==> src/rtl/des_pkg.sv <==
// rtl/des_pkg.sv - DES key schedule tables, shift schedule, FSM state and half-key types
package des_pkg;

    typedef logic [27:0] half_t;
    typedef logic [47:0] subkey_t;

    typedef enum logic {
        IDLE = 1'b0,
        EMIT = 1'b1
    } state_t;

    // 1-based FIPS bit indices; FIPS bit 1 is the MSB of the source vector.
    localparam int PC1_TABLE [56] = '{
        57, 49, 41, 33, 25, 17,  9,  1, 58, 50, 42, 34, 26, 18,
        10,  2, 59, 51, 43, 35, 27, 19, 11,  3, 60, 52, 44, 36,
        63, 55, 47, 39, 31, 23, 15,  7, 62, 54, 46, 38, 30, 22,
        14,  6, 61, 53, 45, 37, 29, 21, 13,  5, 28, 20, 12,  4
    };

    localparam int PC2_TABLE [48] = '{
        14, 17, 11, 24,  1,  5,  3, 28, 15,  6, 21, 10,
        23, 19, 12,  4, 26,  8, 16,  7, 27, 20, 13,  2,
        41, 52, 31, 37, 47, 55, 30, 40, 51, 45, 33, 48,
        44, 49, 39, 56, 34, 53, 46, 42, 50, 36, 29, 32
    };

    localparam int SHIFTS [1:16] = '{1, 1, 2, 2, 2, 2, 2, 2, 1, 2, 2, 2, 2, 2, 2, 1};

    function automatic half_t rotl(input half_t h, input logic two);
        return two ? {h[25:0], h[27:26]} : {h[26:0], h[27]};
    endfunction

    function automatic half_t rotr(input half_t h, input logic two);
        return two ? {h[1:0], h[27:2]} : {h[0], h[27:1]};
    endfunction

endpackage

==> src/rtl/des_pc2.sv <==
// rtl/des_pc2.sv - combinational PC-2 compression of {C,D} into a 48-bit subkey
// Ports:
//   cd     in  56  {C,D}; FIPS bit 1 = cd[55]
//   subkey out 48  PC-2 result; FIPS bit 1 = subkey[47]
module des_pc2
    import des_pkg::*;
(
    input  logic [55:0] cd,
    output subkey_t     subkey
);

    for (genvar i = 0; i < 48; i++) begin : g_pc2
        assign subkey[47-i] = cd[56-PC2_TABLE[i]];
    end

    // PC-2 drops FIPS bits 9, 18, 22, 25, 35, 38, 43 and 54.
    logic unused_dropped;
    assign unused_dropped = ^{cd[47], cd[38], cd[34], cd[31], cd[21], cd[18], cd[13], cd[2]};

endmodule

==> src/rtl/des_key_schedule.sv <==
// rtl/des_key_schedule.sv - iterative DES key schedule emitting K1..K16 or K16..K1 over a handshake
// Ports:
//   clk, rst            clock, asynchronous active-high reset
//   key_in[63:0]        DES key (FIPS bit 1 = key_in[63]; parity bits ignored)
//   load, decrypt       start request and direction, sampled in IDLE
//   subkey_ready        consumer accepts the presented subkey
//   subkey[47:0]        registered round subkey
//   subkey_valid        subkey is valid
//   round_idx[3:0]      round number of the presented subkey minus 1
//   busy                high while emitting
//   done                one-cycle pulse after the 16th handshake
module des_key_schedule
    import des_pkg::*;
(
    input  logic        clk,
    input  logic        rst,
    input  logic [63:0] key_in,
    input  logic        load,
    input  logic        decrypt,
    input  logic        subkey_ready,
    output logic [47:0] subkey,
    output logic        subkey_valid,
    output logic [3:0]  round_idx,
    output logic        busy,
    output logic        done
);

    state_t      state_q, state_d;
    half_t       c_q, d_q, c_d, d_d;
    logic [3:0]  round_d;
    logic        dir_q, dir_d;
    logic        done_d;
    logic        upd;
    logic [55:0] cd0;
    subkey_t     pc2_out;
    logic [15:0] two_mask;

    for (genvar i = 0; i < 56; i++) begin : g_pc1
        assign cd0[55-i] = key_in[64-PC1_TABLE[i]];
    end

    // two_mask[r] is set when round r+1 uses a double rotate.
    for (genvar i = 0; i < 16; i++) begin : g_shift
        assign two_mask[i] = (SHIFTS[i+1] == 2);
    end

    logic unused_parity;
    assign unused_parity = ^{key_in[56], key_in[48], key_in[40], key_in[32],
                             key_in[24], key_in[16], key_in[8],  key_in[0]};

    // The subkey register is fed from the next-state C/D, so the presented
    // subkey always matches the C/D held alongside it.
    des_pc2 u_pc2 (
        .cd     ({c_d, d_d}),
        .subkey (pc2_out)
    );

    assign subkey_valid = (state_q == EMIT);
    assign busy         = (state_q == EMIT);

    always_comb begin
        state_d = state_q;
        c_d     = c_q;
        d_d     = d_q;
        round_d = round_idx;
        dir_d   = dir_q;
        done_d  = 1'b0;
        upd     = 1'b0;
        case (state_q)
            IDLE: begin
                if (load) begin
                    dir_d   = decrypt;
                    upd     = 1'b1;
                    state_d = EMIT;
                    if (decrypt) begin
                        // 28 total shifts bring C16/D16 back to C0/D0.
                        c_d     = cd0[55:28];
                        d_d     = cd0[27:0];
                        round_d = 4'd15;
                    end else begin
                        c_d     = rotl(cd0[55:28], two_mask[0]);
                        d_d     = rotl(cd0[27:0], two_mask[0]);
                        round_d = 4'd0;
                    end
                end
            end
            EMIT: begin
                if (subkey_ready) begin
                    if (dir_q ? (round_idx == 4'd0) : (round_idx == 4'd15)) begin
                        state_d = IDLE;
                        done_d  = 1'b1;
                    end else if (dir_q) begin
                        // Undo the shift that produced the current round.
                        c_d     = rotr(c_q, two_mask[round_idx]);
                        d_d     = rotr(d_q, two_mask[round_idx]);
                        round_d = round_idx - 4'd1;
                        upd     = 1'b1;
                    end else begin
                        c_d     = rotl(c_q, two_mask[round_idx + 4'd1]);
                        d_d     = rotl(d_q, two_mask[round_idx + 4'd1]);
                        round_d = round_idx + 4'd1;
                        upd     = 1'b1;
                    end
                end
            end
            default: state_d = IDLE;
        endcase
    end

    always_ff @(posedge clk or posedge rst) begin
        if (rst) begin
            state_q   <= IDLE;
            c_q       <= '0;
            d_q       <= '0;
            dir_q     <= 1'b0;
            round_idx <= '0;
            subkey    <= '0;
            done      <= 1'b0;
        end else begin
            state_q   <= state_d;
            c_q       <= c_d;
            d_q       <= d_d;
            dir_q     <= dir_d;
            round_idx <= round_d;
            done      <= done_d;
            if (upd) begin
                subkey <= pc2_out;
            end
        end
    end

endmodule

==> config.mk <==
export PLATFORM = sky130hd
export DESIGN_NAME = des_key_schedule
export DESIGN_NICKNAME = d
export VERILOG_FILES = /design/src/rtl/des_pkg.sv /design/src/rtl/des_pc2.sv /design/src/rtl/des_key_schedule.sv
export SDC_FILE = /design/constraint.sdc
export NUM_CORES = 1
export LEC_CHECK = 0
export BUFFER_PORTS_ARGS = -buffer_cell sky130_fd_sc_hd__buf_2
export CAP_MARGIN = 10
export CORE_AREA = 10 10 132 134
export DETAILED_ROUTE_END_ITERATION = 6
export DIE_AREA = 0 0 142 144
export GPL_TIMING_DRIVEN = 0
export HOLD_SLACK_MARGIN = 0.1
export PLACE_DENSITY = 0.88
export SYNTH_ARGS = -nofsm -noshare
export SYNTH_HDL_FRONTEND = slang
export SYNTH_SLANG_ARGS = --single-unit
==> constraint.sdc <==
create_clock -name clk -period 5.9 [get_ports clk]
set_clock_uncertainty 0.2 [all_clocks]
set_input_delay 1.77 -clock clk [delete_from_list [all_inputs] [get_ports clk]]
set_output_delay 1.77 -clock clk [all_outputs]
set_load 0.03 [all_outputs]
==> run summary, run 1 <==
H-tree Lvls = 3
CP delay by family, top = buffers and inverters
Rel. slew slack = 43.8%
row cnt = 45
Total Wirelength = 34.1 mm
top_reg_cell synth = dfrtp_1
fmax = 252 MHz
Tmin final = 3.96 ns
post-route ant nets = 0
Placed Cells incl. Taps = 1290
ranking of synthesized cells by area = dfrtp_1, mux2i_1, a221oi_2
final critical-path share of the clock period = 67.2%
met1 Usage GRT = 41.5%
GRT Total Usage = 32.4%
Ys Warns = 0
CP max FO = 10
routability congestion estimate = 1.03
crit path capture type = flop
TritonCTS clock tree = yes
io pins = 124
WS Path Type = input port to flop
later-pin clock latency in the skew report = 0.37 ns
Post-DP HPWL = 24.8 mm
largest net degree at the start of global routing = 83
Seq cells post-synth = 111
Worst Path Buf+Inv = 4
core region area = 0.0149 mm²
Worst IR Drop VDD = 0.322 mV
CTS resizes = 0
post-synthesis sequential area ratio = 32.6%
sequential cell area = 0.00278 mm²
top-count cell post-synth = nand2_1
CP required = 5.91 ns
vias = 9402
fin cells = 1305
CTS max path bufs = 2
CP cell instances = buf_2, clkbuf_1, inv_1, nor2_1, clkbuf_1, nand2_1, nand2_1, a221oi_1
root buffer cell = clkbuf_16
Antenna Cells = 0
Placed Area = 0.00936 mm²
Slew @ Worst Pin = 0.842 ns
Fill cells = 1272
initial antenna violation count = 0
max-cap viol count = 0
Distinct cells, synth = 65
pwr dens = 659 mW/mm²
RSZ-0062 raised after global routing = false
die area = 0.0204 mm²
Async S/R FF share, synth = 100%
Hold-fix buffers, CTS = 0
Hold WC Path Type = flop to flop
GRT busiest layer = met2
Static Leak = 0.00407 µW
Post-Syn Instances = 988
top-area cell type share of the netlist area = 32.6%
violation count after the first detailed-route iteration = 1601
clock-pin slew on the worst setup and hold paths = 0.08 ns
Final #Nets = 1188
GR Util met2 = 47.3%
crit path DAT = 3.97 ns
synthesized area = 0.00853 mm²
Area Growth Syn to Fin = 13.3%
syn_area_per_cell = 8.63 µm²
final hold viol count = 0
Synth area leader = dfrtp_1
starting density of the core = 57.4%
met3 Use GR = 9.41%
Design Area, Final = 0.00966 mm²
cts bufs inserted = 9
area of the multi-input gates = 0.00522 mm²
Pins Over Slew Limit = 0
routed len/inst = 26.1 µm
Die Width = 142 µm
Post-route DRC = 0
Commonest cells post-synth = nand2_1, mux2i_1, nor2_1, dfrtp_1, o21ai_0
drt pass-1 iters = 7
CP Launch Type = input port
GRT Residual Overflow = 0
Post CTS Setup Buffer Count = 0
outcome = completed
max incr delay on CP = 0.67 ns
vias in the first global route = 9110
first-pass GRT wire length = 52.0 mm
share of cells above drive strength 1 = 21.4%
Syn Nets = 1063
port bufs = 113
Hold Worst Slack = 0.299 ns
Die Ht = 144 µm
slowest CP cell = clkbuf_1
Setup-failing EPs final = 0
clk sinks = 111
routed vias/inst = 7.20
Post-synth EDFFs = 0
## path summary, 6_finish.rpt
path | endpoint | slack [ns] | start | cells past startpoint
setup / recovery | subkey[5] | 1.94 | load | 8
max in group asynchronous | d_q[8] | 3.58 | rst | 3
hold reg to reg | subkey[20] | 0.30 | subkey[20] | 2
min in group asynchronous | c_q[20] | 1.16 | rst | 2
setup reg to reg | subkey[46] | 2.59 | round_idx[0] | 9
hold / removal | subkey[20] | 0.30 | subkey[20] | 2
## cells in the final DEF, fill, tap and decap left out, types with 12 or more instances in the layout
master	instances
a21oi_1	56
a221oi_1	17
a221oi_2	49
a31oi_1	12
buf_2	129
clkbuf_1	57
dfrtp_1	111
mux2i_1	113
nand2_1	137
nor2_1	113
o211ai_1	39
o21ai_0	89
o21ai_1	34
## where the power goes
group / internal [µW] / switching (µW)
combinational: 1480 / 2470
sequential: 1140 / 621
clock: 351 / 304
total: 2970 / 3400
## logic make-up after synthesis
| kind of cell | synth area share, % |
|---|---|
| AO/OA/AOI/OAI | 33.1 |
| buffers and inverters | 6.21 |
| multiplexers | 13.4 |
| XOR/XNOR | 0.294 |
| flip-flops | 32.6 |
| adder cells (fa/ha/maj) | 0.880 |
| AND/OR/NAND/NOR | 13.5 |
## cell type report
| type | count | area share (%) |
|---|---|---|
| Inverter | 9 | 0.427 |
| Tap cell | 188 | 2.44 |
| Clock buffer | 12 | 2.66 |
| Buffer | 94 | 5.10 |
| Timing Repair Buffer | 114 | 6.14 |
| Multi-Input combinational cell | 774 | 54.0 |
| Sequential cell | 111 | 28.8 |
| Clock inverter | 3 | 0.440 |
## registers in the layout, indices dropped and copies added, names as in the netlist
name and flops:
dir_q 1, round_idx 4, done 1, busy 1, d_q 28, c_q 28, subkey 48
## worst reg2reg max path: cells and delay by family (launching register included)
family                   cells  cell delay, ns
buffers and inverters        4            1.43
AO/OA/AOI/OAI                3            0.65
AND/OR/NAND/NOR              1            0.12
flip-flops                   1            0.54
adder cells (fa/ha/maj)      1            0.26
## stage by stage
step	TNS, ns	util, %	total power [µW]	worst slack, ns
floorplan	0	-	4390	0.999
finish	0	65.0	6370	1.94
detailed placement	0	63.0	5540	1.76
CTS	0	65.0	6200	2.13
global placement	-50.32	62.8	5430	-0.464
global route	0	65.0	6640	1.96
## per-layer routing
layer / vias to the layer above / wire length (µm)
met5: - / 0
met3: 168 / 4420
met1: 4502 / 13000
met4: 0 / 2050
met2: 782 / 14600
li1: 3950 / -
(Power assumes the default switching activity.)
==> inputs of run 2 (changes only) <==
--- a/config.mk
+++ b/config.mk
@@ -7,12 +7,12 @@
 export LEC_CHECK = 0
 export BUFFER_PORTS_ARGS = -buffer_cell sky130_fd_sc_hd__buf_2
 export CAP_MARGIN = 10
-export CORE_AREA = 10 10 132 134
+export CORE_AREA = 10 10 138 140
 export DETAILED_ROUTE_END_ITERATION = 6
-export DIE_AREA = 0 0 142 144
+export DIE_AREA = 0 0 148 150
 export GPL_TIMING_DRIVEN = 0
 export HOLD_SLACK_MARGIN = 0.1
-export PLACE_DENSITY = 0.88
+export PLACE_DENSITY = 0.85
 export SYNTH_ARGS = -nofsm -noshare
 export SYNTH_HDL_FRONTEND = slang
 export SYNTH_SLANG_ARGS = --single-unit
==> constraint.sdc (replaced) <==
create_clock -name clk -period 3.5 [get_ports clk]
set_clock_uncertainty 0.2 [all_clocks]
set_input_delay 1.05 -clock clk [delete_from_list [all_inputs] [get_ports clk]]
set_output_delay 1.05 -clock clk [all_outputs]
set_load 0.03 [all_outputs]
==> run 2 against run 1 <==
Compared with the run above: die area is 8.6% higher; clock power rose by 80%; non-clock buffer count grew 1; worst setup slack got worse by 1.7 ns; power grew 70%; core utilization fell by 5.4 points; register-to-register slack got worse by 2.3 ns; largest power group unchanged; sequential cell count unchanged; worst hold slack better by 0.0015 ns.
==> run summary, run 2 (synthesis results as in run 1) <==
outcome = completed
crit path capture type = flop
routability congestion estimate = 1.02 (-1.5%)
largest register by flop count = subkey
CTS resizes = 0 (unchanged)
post-route ant nets = 0 (unchanged)
port bufs = 113 (unchanged)
max-cap viol count = 0 (unchanged)
Post CTS Setup Buffer Count = 0 (unchanged)
hold depth = 2 (unchanged)
die area = 0.0222 mm² (+8.6%)
cell depth of the worst setup path = 8 (unchanged)
cts bufs inserted = 9 (unchanged)
CP required = 3.56 ns (-2.35 ns)
clock-pin slew on the worst setup and hold paths = 0.08 ns (about the same)
H-tree Lvls = 3 (unchanged)
GRT Residual Overflow = 0 (unchanged)
io pins = 124 (unchanged)
starting density of the core = 52.2% (-5.2 points)
Design Area, Final = 0.00973 mm² (+0.76%)
Antenna Cells = 0 (unchanged)
Final #Nets = 1189 (+0.084%)
CP max FO = 9 (-1)
biggest registers after layout = subkey (48), c_q (28), d_q (28)
total power = 10800 µW (+70%)
core region area = 0.0163 mm² (+10%)
vias = 9221 (-1.9%)
row cnt = 47 (+4.4%)
Tmin final = 3.22 ns
Setup TNS = 0 ns (unchanged)
Post-route DRC = 0 (unchanged)
CP cell instances = inv_1, ha_1, nand2_1, a21oi_2, nor3_4, o21ai_1, o221ai_1, a221oi_1
Die Width = 148 µm (+4.2%)
commonest non-fill, non-tap cell in the layout = nand2_1
Worst IR Drop VDD = 0.533 mV (+65%)
CP delay by family, top = compound AO/OA/AOI/OAI gates
initial antenna violation count = 0 (unchanged)
Die Ht = 150 µm (+4.2%)
later-pin clock latency in the skew report = 0.37 ns (about the same)
setup ws final = 0.283 ns (-1.65 ns)
max incr delay on CP = 0.72 ns (+0.05 ns)
vias in the first global route = 8986 (-1.4%)
CP startpoint = round_idx[0]
critical path endpoint = subkey[44]
root buffer cell = clkbuf_16
GRT Total Usage = 30.3% (-2.1 points)
routed vias/inst = 6.89 (-4.4%)
most frequent cells in the layout = nand2_1, buf_2, nor2_1, mux2i_1, dfrtp_1
Hold-fix buffers, CTS = 0 (unchanged)
CTS max path bufs = 2 (unchanged)
final hold viol count = 0 (unchanged)
Pins Over Slew Limit = 0 (unchanged)
pwr dens = 1110 mW/mm² (+69%)
violation count after the first detailed-route iteration = 1577 (-1.5%)
Area Growth Syn to Fin = 14.1%
Placed Area = 0.00941 mm² (+0.55%)
slowest CP cell = o21ai_1
RSZ-0062 raised after global routing = false
Rel. slew slack = 38.1% (-5.8 points)
Hold WC Path Type = flop to flop
drt pass-1 iters = 6 (-1)
first-pass GRT wire length = 52.7 mm (+1.5%)
clk sinks = 111 (unchanged)
fmax = 311 MHz
final critical-path share of the clock period = 91.9%
CP Launch Type = flop
crit path DAT = 3.28 ns (-0.69 ns)
share of cells above drive strength 1 = 21.5% (+0.14 points)
fin cells = 1339 (+2.6%)
TritonCTS clock tree = yes
Total Wirelength = 34.5 mm (+1.2%)
R2R depth = 8 (-1)
routed len/inst = 25.7 µm (-1.4%)
largest net degree at the start of global routing = 40 (-52%)
WS Path Type = flop to flop
Crit Reg-Reg Startpoint = round_idx[0]
reg2reg end = subkey[44]
worst slack at placement = 0.119 ns (-1.64 ns)
max reg flops = 48 (unchanged)
Setup-failing EPs final = 0 (unchanged)
Placed Cells incl. Taps = 1323 (+2.6%)
Static Leak = 0.00407 µW (+0.16%)
Post-DP HPWL = 25.2 mm (+1.4%)
Slew @ Worst Pin = 0.923 ns (+0.0806 ns)
Worst Path Buf+Inv = 1 (-3)
Reg2Reg Setup Slack = 0.28 ns (-2.31 ns)
-- run 2: changes by cell type in the layout (fill, tap and decap cells not counted) --
cell | before | now
buf_12 | 0 | 2
clkbuf_8 | 2 | 0
clkinvlp_4 | 1 | 3
buf_16 | 1 | 0
bufinv_16 | 1 | 2
clkinv_2 | 1 | 0
clkinv_4 | 0 | 1
-- run 2: layout make-up --
| cell class | instances | area [µm²] |
|---|---|---|
| Tap cell | 220 | 275 |
| Clock buffer | 10 | 229 |
| Multi-Input combinational cell | 774 | 5220 |
| Timing Repair Buffer | 115 | 606 |
| Clock inverter | 6 | 92.6 |
| Buffer | 94 | 493 |
| Inverter | 9 | 40.0 |
| Sequential cell | 111 | 2780 |
| Fill cell | 1515 | 6620 |
-- run 2: worst register-to-register path, stage by stage (launching register included) --
cell	delay (ns)
dfrtp_1	0.53
inv_1	0.17
ha_1	0.46
nand2_1	0.11
a21oi_2	0.20
nor3_4	0.09
o21ai_1	0.73
o221ai_1	0.25
a221oi_1	0.36
-- run 2: power breakdown --
part	switching [µW]	total, µW	leakage (µW)	internal (µW)
logic	4160	6660	0.00268	2500
clock network	551	1180	0.000149	634
registers	1060	2980	0.00125	1920
total	5770	10800	0.00407	5050
-- run 2: metrics by stage --
step                hold slack (ns)  utilization [%]
floorplan                     0.324                -
global placement              0.281             57.3
detailed placement            0.286             57.6
CTS                           0.304             59.5
global route                  0.322             59.5
finish                        0.301             59.5
-- run 2: metal layers --
layer	track usage, %	part of all wire (%)	wire length [µm]	vias up
li1	-	-	-	3954
met3	7.85	12	4240	133
met1	39.9	40	13600	4444
met5	0	0	0	-
met4	14.1	4.3	1470	0
met2	45.4	44	15100	690
-- run 2: worst min-delay path by stage --
| stage | start | to | slack [ns] |
|---|---|---|---|
| final | subkey[20] | subkey[20] | 0.30 |
| after global routing | subkey[40] | subkey[40] | 0.32 |
| after CTS | subkey[20] | subkey[20] | 0.30 |
| after detailed placement | subkey[20] | subkey[20] | 0.29 |
| after global placement | subkey[20] | subkey[20] | 0.28 |
| after floorplan | d_q[19] | d_q[19] | 0.32 |
==> inputs of run 3 (changes only) <==
--- a/config.mk
+++ b/config.mk
@@ -5,14 +5,18 @@
 export SDC_FILE = /design/constraint.sdc
 export NUM_CORES = 1
 export LEC_CHECK = 0
+export ABC_AREA = 1
 export BUFFER_PORTS_ARGS = -buffer_cell sky130_fd_sc_hd__buf_2
 export CAP_MARGIN = 10
-export CORE_AREA = 10 10 138 140
+export CELL_PAD_IN_SITES_DETAIL_PLACEMENT = 0
+export CELL_PAD_IN_SITES_GLOBAL_PLACEMENT = 1
+export CORE_AREA = 10 10 164 166
+export CTS_CLUSTER_DIAMETER = 100
 export DETAILED_ROUTE_END_ITERATION = 6
-export DIE_AREA = 0 0 148 150
+export DIE_AREA = 0 0 174 176
 export GPL_TIMING_DRIVEN = 0
 export HOLD_SLACK_MARGIN = 0.1
-export PLACE_DENSITY = 0.85
+export PLACE_DENSITY = 0.84
 export SYNTH_ARGS = -nofsm -noshare
 export SYNTH_HDL_FRONTEND = slang
 export SYNTH_SLANG_ARGS = --single-unit
==> run 3 against run 2 <==
Compared with the run above: synthesized cell count grew 40%; wire length grew 2.4%; sequential power shrank 18%; via count grew 5.5%; register-to-register slack gained 0.38 ns; non-clock buffer count grew 4; power grew 12%; clock power is essentially flat; fmax grew 13%; cell count grew 38%; critical path depth grew 6; die area grew 38%; critical endpoint is now subkey[45].
==> run summary, run 3 <==
outcome = completed
Worst IR Drop VDD = 0.488 mV (-8.5%)
root buffer cell = clkbuf_16
violation count after the first detailed-route iteration = 1087 (-31%)
post-synthesis sequential area ratio = 33.3% (+0.72 points)
Die Ht = 176 µm (+17%)
ranking of synthesized cells by area = dfrtp_1, nand2_1, nand3_1
cts bufs inserted = 9 (unchanged)
max-cap viol count = 0 (unchanged)
Final #Nets = 1588 (+34%)
Hold WC Path Type = flop to flop
Ys Warns = 0 (unchanged)
synthesized area = 0.00834 mm² (-2.2%)
share of cells above drive strength 1 = 13.4% (-8.1 points)
fmax = 353 MHz (+13%)
later-pin clock latency in the skew report = 0.38 ns (about the same)
Placed Area = 0.00939 mm² (-0.23%)
critical path endpoint = subkey[45]
CP Launch Type = flop
area of the multi-input gates = 0.00446 mm² (-15%)
CTS resizes = 0 (unchanged)
Design Area, Final = 0.00971 mm² (-0.19%)
Async S/R FF share, synth = 100% (unchanged)
Post CTS Setup Buffer Count = 0 (unchanged)
clk sinks = 111 (unchanged)
CP startpoint = round_idx[0]
syn_area_per_cell = 6.02 µm² (-30%)
pwr dens = 1250 mW/mm² (+13%)
RSZ-0062 raised after global routing = false
Synth area leader = dfrtp_1
Syn Nets = 1460 (+37%)
GRT Residual Overflow = 0 (unchanged)
Setup-failing EPs final = 0 (unchanged)
Distinct cells, synth = 27 (-58%)
Post-Syn Instances = 1385 (+40%)
commonest non-fill, non-tap cell in the layout = nand2_1
post-route ant nets = 0 (unchanged)
largest net degree at the start of global routing = 41 (+2.5%)
io pins = 124 (unchanged)
reg2reg end = subkey[45]
Fill cells = 2655 (+75%)
Area Growth Syn to Fin = 16.4%
Pins Over Slew Limit = 0 (unchanged)
crit path capture type = flop
largest register by flop count = subkey
fin cells = 1842 (+38%)
row cnt = 57 (+21%)
final critical-path share of the clock period = 81.0% (-11 points)
vias = 9725 (+5.5%)
Final Core Density = 40.8% (-19 points)
Placed Cells incl. Taps = 1826 (+38%)
most frequent cells in the layout = nand2_1, nand3_1, buf_2
starting density of the core = 35.0% (-17 points)
sequential cell area = 0.00278 mm² (unchanged)
R2R depth = 14 (+6)
H-tree Lvls = 3 (unchanged)
CTS max path bufs = 2 (unchanged)
TritonCTS clock tree = yes
vias in the first global route = 9299 (+3.5%)
routed vias/inst = 5.28 (-23%)
Static Leak = 0.00512 µW (+26%)
Die Width = 174 µm (+18%)
Rel. slew slack = 45.2% (+7.1 points)
core region area = 0.0238 mm² (+46%)
first-pass GRT wire length = 54.7 mm (+3.8%)
top-count cell post-synth = nand2_1
GRT Total Usage = 22.5% (-7.8 points)
Crit Reg-Reg Startpoint = round_idx[0]
Antenna Cells = 0 (unchanged)
biggest registers after layout = subkey (48), c_q (28), d_q (28)
Setup TNS = 0 ns (unchanged)
CP max FO = 10 (+1)
total power = 12200 µW (+12%)
clock-pin slew on the worst setup and hold paths = 0.09 ns (about the same)
port bufs = 114 (+0.88%)
initial antenna violation count = 0 (unchanged)
final hold viol count = 0 (unchanged)
die area = 0.0306 mm² (+38%)
crit path DAT = 2.95 ns (-0.33 ns)
Slew @ Worst Pin = 0.822 ns (-0.101 ns)
Commonest cells post-synth = nand2_1, nand3_1, inv_1, o21ai_0, dfrtp_1
max reg flops = 48 (unchanged)
Total Wirelength = 35.3 mm (+2.4%)
Reg2Reg Setup Slack = 0.66 ns (+0.38 ns)
CP required = 3.61 ns (+0.05 ns)
Post-DP HPWL = 26.3 mm (+4.7%)
routed len/inst = 19.2 µm (-26%)
top-area cell type share of the netlist area = 33.3% (+0.72 points)
Post-synth EDFFs = 0 (unchanged)
Seq cells post-synth = 111 (unchanged)
WS Path Type = flop to flop
Post-route DRC = 0 (unchanged)
Hold-fix buffers, CTS = 0 (unchanged)
Tmin final = 2.84 ns (-0.381 ns)
top_reg_cell synth = dfrtp_1
drt pass-1 iters = 5 (-1)
routability congestion estimate = 0.944 (-7.4%)
==> run 3: routing by layer <==
| layer | routed length [µm] | share of wire (%) | GRT usage (%) |
|---|---|---|---|
| met2 | 15200 | 43 | 34.3 |
| met1 | 15700 | 45 | 31.1 |
| met4 | 975 | 2.8 | 8.12 |
| met5 | 0 | 0 | 0 |
| met3 | 3380 | 9.6 | 4.36 |
==> run 3: how the worst min path moves through the flow <==
stage,from,end,slack (ns),cells after the start
final,subkey[42],subkey[42],0.28,2
after global routing,subkey[41],subkey[41],0.29,2
after CTS,subkey[32],subkey[32],0.28,2
after detailed placement,subkey[33],subkey[33],0.26,2
after global placement,subkey[14],subkey[14],0.26,2
after floorplan,c_q[10],c_q[10],0.27,2
==> run 3: cell families after synthesis <==
kind of cell | after synthesis | synth area share (%)
simple gates | 798 | 39.3
buf+inv | 258 | 13.2
compound gates | 212 | 13.3
flops | 111 | 33.3
fa+ha+maj | 6 | 0.900
==> run 3: layout make-up <==
class                   instances  share of cell area (%)
plain buffers                  96                    5.07
multi-input cells            1016                    45.9
inverters                     162                    6.32
clock inverters                 7                    1.02
flip-flops and latches        111                    28.6
well taps                     324                    4.17
repair buffers                117                    6.57
clock buffers                   9                    2.32
==> run 3: worst max-delay path: stages, from the launching register on <==
cell and delay [ns]:
dfrtp_1 0.50, inv_1 0.20, ha_1 0.29, nand2_1 0.08
nand2_1 0.04, nand2_1 0.06, clkbuf_1 0.63, a21oi_1 0.13
nor2_1 0.14, nor2_1 0.06, nand2_1 0.09, nand2_1 0.09
nand2_1 0.13, nand2_1 0.07, nand2_1 0.06
==> run 3: power by group <==
part	total (µW)	leakage, µW	internal (µW)	switching (µW)
clock network	1180	0.000154	581	599
registers	2440	0.00130	1990	449
logic	8540	0.00366	2420	6120
total	12200	0.00512	4990	7170
==> run 3: through the flow <==
stage / hold WS (ns) / setup WS, ns
after floorplan: 0.265 / 0.907
after global placement: 0.259 / -0.0286
after detailed placement: 0.260 / 0.520
after CTS: 0.283 / 0.676
after global routing: 0.290 / 0.429
final: 0.279 / 0.663
